[src/rtl/pila_if.sv]
// pila_if: bus between the control unit / fetch stage and the return-address
// stack "pila".
//   master modport (control unit side): drives push, pop, din, clr_err and
//                                       observes dout, count, empty, full, ovf, unf.
//   slave modport  (pila side)        : the mirror image.
// Parameters DEPTH and AW must match the ones given to the pila instance.
interface pila_if #(
    parameter int DEPTH = 16,
    parameter int AW    = 10
);
    localparam int CW = $clog2(DEPTH) + 1;

    logic          push;
    logic          pop;
    logic [AW-1:0] din;
    logic          clr_err;
    logic [AW-1:0] dout;
    logic [CW-1:0] count;
    logic          empty;
    logic          full;
    logic          ovf;
    logic          unf;

    modport master (
        output push, pop, din, clr_err,
        input  dout, count, empty, full, ovf, unf
    );

    modport slave (
        input  push, pop, din, clr_err,
        output dout, count, empty, full, ovf, unf
    );
endinterface

[src/rtl/pila.sv]
// pila: return-address stack for the 16-bit CPU.
//   Stores PC+1 on push, presents the top entry combinationally on dout so the
//   PC mux can load it in the same cycle as pop. Tracks occupancy, full/empty
//   and sticky overflow/underflow flags.
// Ports:
//   clk      rising-edge clock
//   reset_n  asynchronous active-low reset (clears pointers, count, flags;
//            the entry array itself is not reset)
//   bus      pila_if.slave: push, pop, din, clr_err in; dout, count, empty,
//            full, ovf, unf out
// Configuration macro: PILA_WRAP_EN
//   defined   - push while full overwrites the oldest entry (count stays DEPTH)
//   undefined - push while full is dropped
//   ovf is set on push-while-full in both builds.
module pila #(
    parameter int DEPTH = 16,
    parameter int AW    = 10
) (
    input  logic   clk,
    input  logic   reset_n,
    pila_if.slave  bus
);
    localparam int PW = $clog2(DEPTH);
    localparam int CW = PW + 1;

    localparam logic [PW-1:0] PTR_ONE   = PW'(1);
    localparam logic [CW-1:0] CNT_ONE   = CW'(1);
    localparam logic [CW-1:0] CNT_ZERO  = CW'(0);
    localparam logic [CW-1:0] CNT_DEPTH = CW'(DEPTH);

    // Pointer arithmetic helpers; wrap modulo DEPTH through the natural width.
    function automatic logic [PW-1:0] ptr_inc(input logic [PW-1:0] p);
        return p + PTR_ONE;
    endfunction

    function automatic logic [PW-1:0] ptr_dec(input logic [PW-1:0] p);
        return p - PTR_ONE;
    endfunction

    logic [AW-1:0] mem_r [DEPTH];
    logic [PW-1:0] wp_r;
    logic [CW-1:0] count_r;
    logic          ovf_r;
    logic          unf_r;

    logic          empty_s;
    logic          full_s;
    logic [PW-1:0] top_ptr_s;
    logic [PW-1:0] wp_nxt_s;
    logic [CW-1:0] count_nxt_s;
    logic          mem_we_s;
    logic [PW-1:0] mem_wa_s;
    logic          ovf_set_s;
    logic          unf_set_s;

    assign empty_s   = (count_r == CNT_ZERO);
    assign full_s    = (count_r == CNT_DEPTH);
    assign top_ptr_s = ptr_dec(wp_r);

    // Next-state decode for pointer, count, entry write and error events.
    always_comb begin
        wp_nxt_s    = wp_r;
        count_nxt_s = count_r;
        mem_we_s    = 1'b0;
        mem_wa_s    = wp_r;
        ovf_set_s   = 1'b0;
        unf_set_s   = 1'b0;
        case ({bus.push, bus.pop})
            2'b10: begin
                if (!full_s) begin
                    mem_we_s    = 1'b1;
                    mem_wa_s    = wp_r;
                    wp_nxt_s    = ptr_inc(wp_r);
                    count_nxt_s = count_r + CNT_ONE;
                end else begin
                    ovf_set_s = 1'b1;
`ifdef PILA_WRAP_EN
                    // Overwrite the oldest slot: when full, wp points at it.
                    mem_we_s  = 1'b1;
                    mem_wa_s  = wp_r;
                    wp_nxt_s  = ptr_inc(wp_r);
`else
                    mem_we_s  = 1'b0;
`endif
                end
            end
            2'b01: begin
                if (!empty_s) begin
                    wp_nxt_s    = ptr_dec(wp_r);
                    count_nxt_s = count_r - CNT_ONE;
                end else begin
                    unf_set_s = 1'b1;
                end
            end
            2'b11: begin
                if (!empty_s) begin
                    // Replace the top entry in place; depth is unchanged.
                    mem_we_s = 1'b1;
                    mem_wa_s = top_ptr_s;
                end else begin
                    // Empty: behaves as a plain push, no underflow recorded.
                    mem_we_s    = 1'b1;
                    mem_wa_s    = wp_r;
                    wp_nxt_s    = ptr_inc(wp_r);
                    count_nxt_s = count_r + CNT_ONE;
                end
            end
            default: begin
                mem_we_s = 1'b0;
            end
        endcase
    end

    // Entry storage; deliberately not reset so it maps onto plain RAM/flops.
    always_ff @(posedge clk) begin
        if (mem_we_s) begin
            mem_r[mem_wa_s] <= bus.din;
        end
    end

    // Pointer, occupancy and sticky error flags; a new error event wins over clr_err.
    always_ff @(posedge clk or negedge reset_n) begin
        if (!reset_n) begin
            wp_r    <= '0;
            count_r <= '0;
            ovf_r   <= 1'b0;
            unf_r   <= 1'b0;
        end else begin
            wp_r    <= wp_nxt_s;
            count_r <= count_nxt_s;
            if (ovf_set_s) begin
                ovf_r <= 1'b1;
            end else if (bus.clr_err) begin
                ovf_r <= 1'b0;
            end else begin
                ovf_r <= ovf_r;
            end
            if (unf_set_s) begin
                unf_r <= 1'b1;
            end else if (bus.clr_err) begin
                unf_r <= 1'b0;
            end else begin
                unf_r <= unf_r;
            end
        end
    end

    // dout is combinational from state so pop and the PC load share one edge.
    assign bus.dout  = empty_s ? AW'(0) : mem_r[top_ptr_s];
    assign bus.count = count_r;
    assign bus.empty = empty_s;
    assign bus.full  = full_s;
    assign bus.ovf   = ovf_r;
    assign bus.unf   = unf_r;
endmodule

[src/flat_wrapper.sv]
// flat-port wrapper written by rule: the top's interface ports become plain ports
module pila_flat 
#(
    parameter int DEPTH = 16,
    parameter int AW    = 10
)
  (clk, reset_n, bus_push, bus_pop, bus_din, bus_clr_err, bus_dout, bus_count, bus_empty, bus_full, bus_ovf, bus_unf);
  pila_if #(.DEPTH(DEPTH), .AW(AW)) bus_i ();
  input  logic clk;
  input  logic reset_n;
  input wire logic [$bits(bus_i.push)-1:0] bus_push;
  input wire logic [$bits(bus_i.pop)-1:0] bus_pop;
  input wire logic [$bits(bus_i.din)-1:0] bus_din;
  input wire logic [$bits(bus_i.clr_err)-1:0] bus_clr_err;
  output wire logic [$bits(bus_i.dout)-1:0] bus_dout;
  output wire logic [$bits(bus_i.count)-1:0] bus_count;
  output wire logic [$bits(bus_i.empty)-1:0] bus_empty;
  output wire logic [$bits(bus_i.full)-1:0] bus_full;
  output wire logic [$bits(bus_i.ovf)-1:0] bus_ovf;
  output wire logic [$bits(bus_i.unf)-1:0] bus_unf;
  assign bus_i.push = bus_push;
  assign bus_i.pop = bus_pop;
  assign bus_i.din = bus_din;
  assign bus_i.clr_err = bus_clr_err;
  assign bus_dout = bus_i.dout;
  assign bus_count = bus_i.count;
  assign bus_empty = bus_i.empty;
  assign bus_full = bus_i.full;
  assign bus_ovf = bus_i.ovf;
  assign bus_unf = bus_i.unf;
  pila #(.DEPTH(DEPTH), .AW(AW)) u_core (.clk(clk), .reset_n(reset_n), .bus(bus_i));
endmodule
[config.mk]
export PLATFORM = sky130hd
export DESIGN_NAME = pila_flat
export DESIGN_NICKNAME = d
export VERILOG_FILES = /design/src/rtl/pila_if.sv /design/src/rtl/pila.sv /design/src/flat_wrapper.sv
export SDC_FILE = /design/constraint.sdc
export NUM_CORES = 1
export LEC_CHECK = 0
export CORE_MARGIN = 10
export CORE_UTILIZATION = 60
export CTS_CLUSTER_SIZE = 16
export DETAILED_ROUTE_END_ITERATION = 8
export PLACE_DENSITY = 0.88
export SETUP_SLACK_MARGIN = 0.02
export SYNTH_ARGS = -nofsm -noshare
export SYNTH_HDL_FRONTEND = slang
export SYNTH_SLANG_ARGS = --single-unit
[constraint.sdc]
create_clock -name clk -period 5.95 [get_ports clk]
set_clock_uncertainty 0.15 [all_clocks]
set_input_delay 1.785 -clock clk [delete_from_list [all_inputs] [get_ports clk]]
set_output_delay 1.785 -clock clk [all_outputs]
set_load 0.03 [all_outputs]
==> flow_metrics.tcl <==
set metrics [dict create \
    drc 0 \
    peakVddDrop_uv 291 \
    wl_met3_um 1150 \
    clk_path_buf_depth 2 \
    path_class "reg2out" \
    final_layout_size_suffix_gt1_frac 0.231 \
    period_needed_ns 5.55 \
    grtUsageTotal 0.197 \
    worstPathArrival_ns 3.62 \
    cp_max_fo 19 \
    synth_seq_cells 171 \
    antenna_found_initial 0 \
    drv_slew 0 \
    synth_most_common_cell "edfxtp_1" \
    nNetsFinal 449 \
    synth_top_family_by_area "multiplexers" \
    yosysTopAreaCell "edfxtp_1" \
    die_y_um 129 \
    synthMuxAreaShare 0.162 \
    rows 39 \
    routedWlPerCell_um 26.8 \
    yosysWarningCount 0 \
    worstMarginPinSlew_ns 0.676 \
    routed_wl_um 15600 \
    numPortBuffers 33 \
    post_synth_inst_count 375 \
    initial_core_util 0.618 \
    multi_input_area_um2 1910 \
    cts_hold_buf 0 \
    fin_crit_sh 0.933 \
    synth_flop_cell "edfxtp_1" \
    cts_tree "done" \
    syn_avg_cell_area_um2 19.0 \
    leakage_nw 2.79 \
    startpoint_type "register" \
    regArea_um2 5080 \
    status "completed" \
    n_antenna_cell 0 \
    dpl.cell_count 552 \
    ys_types 53 \
    hold_viol_final 0 \
    finalPower_w 0.00469 \
    max_clock_freq_ghz 0.180 \
    viasPerCell 6.81 \
    dr.first_iter.drc_count 505 \
    core_um2 11500 \
    crit_required_ns 4.01 \
    syn_area_um2 7110 \
    drt-pass1-iter-count 5 \
    synth_common_cells "160 x edfxtp_1, 40 x mux4_2, 21 x mux2i_1" \
    finalSetupViolCount 0 \
    nFillCells 650 \
    drtAntennaViolNets 0 \
    dpl.hpwl_um 9530 \
    cts_root_buf "clkbuf_16" \
    wl_met2_um 8040 \
    rsz0062_at_grt "no" \
    drv_cap 0 \
    end_kind "output port" \
    cts_buffers 17 \
    cts_resized 0 \
    synth_xor_area_frac 0.00739 \
    p_per_area_nw_per_um2 570 \
    slew_headroom 0.549 \
    ys_seq_area_frac 0.714 \
    syn_to_final_growth_pct 15.7 \
    synth_edf_count 160 \
    grt_pass1_wl_um 23900 \
    yosysTopAreaCellShare 0.675 \
    routed.top_layer "met4" \
    hp-class "reg2reg" \
    place.gp.congestion 0.865 \
    async_reset_ff_frac 0.0643 \
    htreeDepth 4 \
    synthSimpleGateAreaFrac 0.0369 \
    synth_compound_area_frac 0.0484 \
    postCtsSetupBuffers 0 \
    fp.dieW_um 129 \
    fin_cells 584 \
    gr-total-overflow 0 \
    fin_tns_setup_ns 0 \
    yosys-top-cells-area "edfxtp_1 68%, mux4_2 13%, dfrtp_1 3.9%, mux2i_1 3.0%, o22ai_1 1.1%" \
    io_pins 34 \
    grt_pass1_vias 4021 \
    grt_max_degree 36 \
    m1WireLength_um 6020 \
    num_vias 3978 \
    cts_sinks 171 \
    synth_nets 396 \
    clk_pin_slew_ns 0.06 \
    clk_latency_ns 0.42 \
    dieArea_um2 16600 \
    synth-adder-area-share 0.0130 \
]
-- cell type report --
cell class | count | area share
timing repair buffer | 53 | 0.0599
tap | 143 | 0.0217
sequential | 171 | 0.617
inverter | 10 | 0.00456
clock inverter | 12 | 0.0122
multi-input combinational | 175 | 0.231
clock buffer | 20 | 0.0530
-- worst paths after layout --
kind / end / cells after the start / slack (ns) / start
min in group asynchronous: u_core.bus.ovf / 1 / 1.56 / reset_n
min: u_core.bus.unf / 2 / 0.40 / u_core.bus.unf
min reg2reg: u_core.bus.unf / 2 / 0.40 / u_core.bus.unf
max in group asynchronous: u_core.wp_r[0] / 1 / 3.70 / reset_n
max reg2reg: u_core.mem_r[1][4] / 7 / 2.87 / u_core.wp_r[0]
max: bus_dout[6] / 6 / 0.40 / u_core.wp_r[0]
-- metrics by stage --
step / hold slack (ns) / util / setup WS, ns / cell area (µm²)
floorplan: 0.466 / - / 1.10 / 7110
global placement: 0.372 / 0.668 / 0.993 / 7700
detailed placement: 0.387 / 0.668 / 0.906 / 7700
CTS: 0.394 / 0.715 / 0.420 / 8230
global route: 0.429 / 0.715 / 0.268 / 8230
finish: 0.395 / 0.715 / 0.398 / 8230
-- cells by family after synthesis --
group           after synthesis
flops                       171
mux                          64
compound gates               50
simple gates                 48
buf+inv                      29
fa+ha+maj                     7
xor+xnor                      6
-- registers in the layout, indices dropped and copies added, names as in the netlist --
register,count
u_core.wp_r,4
u_core.bus.unf,1
u_core.bus.ovf,1
u_core.bus.count,5
u_core.mem_r,160
-- per-layer routing --
layer,GRT usage,vias up
met3,0.0402,38
met5,0,-
met4,0.0896,0
met2,0.323,249
met1,0.248,2048
li1,-,1643
-- worst max-delay path, cell delays in order, from the launching register on --
cell	delay (ns)
dfrtp_2	0.59
o31ai_1	0.60
nand2_1	0.50
buf_4	0.35
mux2i_1	0.15
o22ai_1	0.27
clkdlybuf4s50_1	0.74
-- report_power, final --
| part | total, W | internal [W] | switching [W] |
|---|---|---|---|
| Sequential | 0.00160 | 0.00148 | 0.000128 |
| Clock | 0.000996 | 0.000572 | 0.000424 |
| Combinational | 0.00209 | 0.000907 | 0.00118 |
| Total | 0.00469 | 0.00295 | 0.00173 |
-- placed cells by master (no fill, tap or decap), types with 4 or more instances in the layout --
cell / count
mux4_2: 40
inv_1: 10
mux2i_1: 21
nor2_1: 14
o22ai_1: 13
clkdlybuf4s50_1: 33
xnor2_1: 4
clkbuf_16: 17
clkinv_2: 5
a21oi_1: 14
dfrtp_1: 10
buf_4: 19
edfxtp_1: 160
a32oi_1: 4
nand2b_1: 7
nand2_1: 9
ha_1: 4
(Power assumes the default switching activity.)
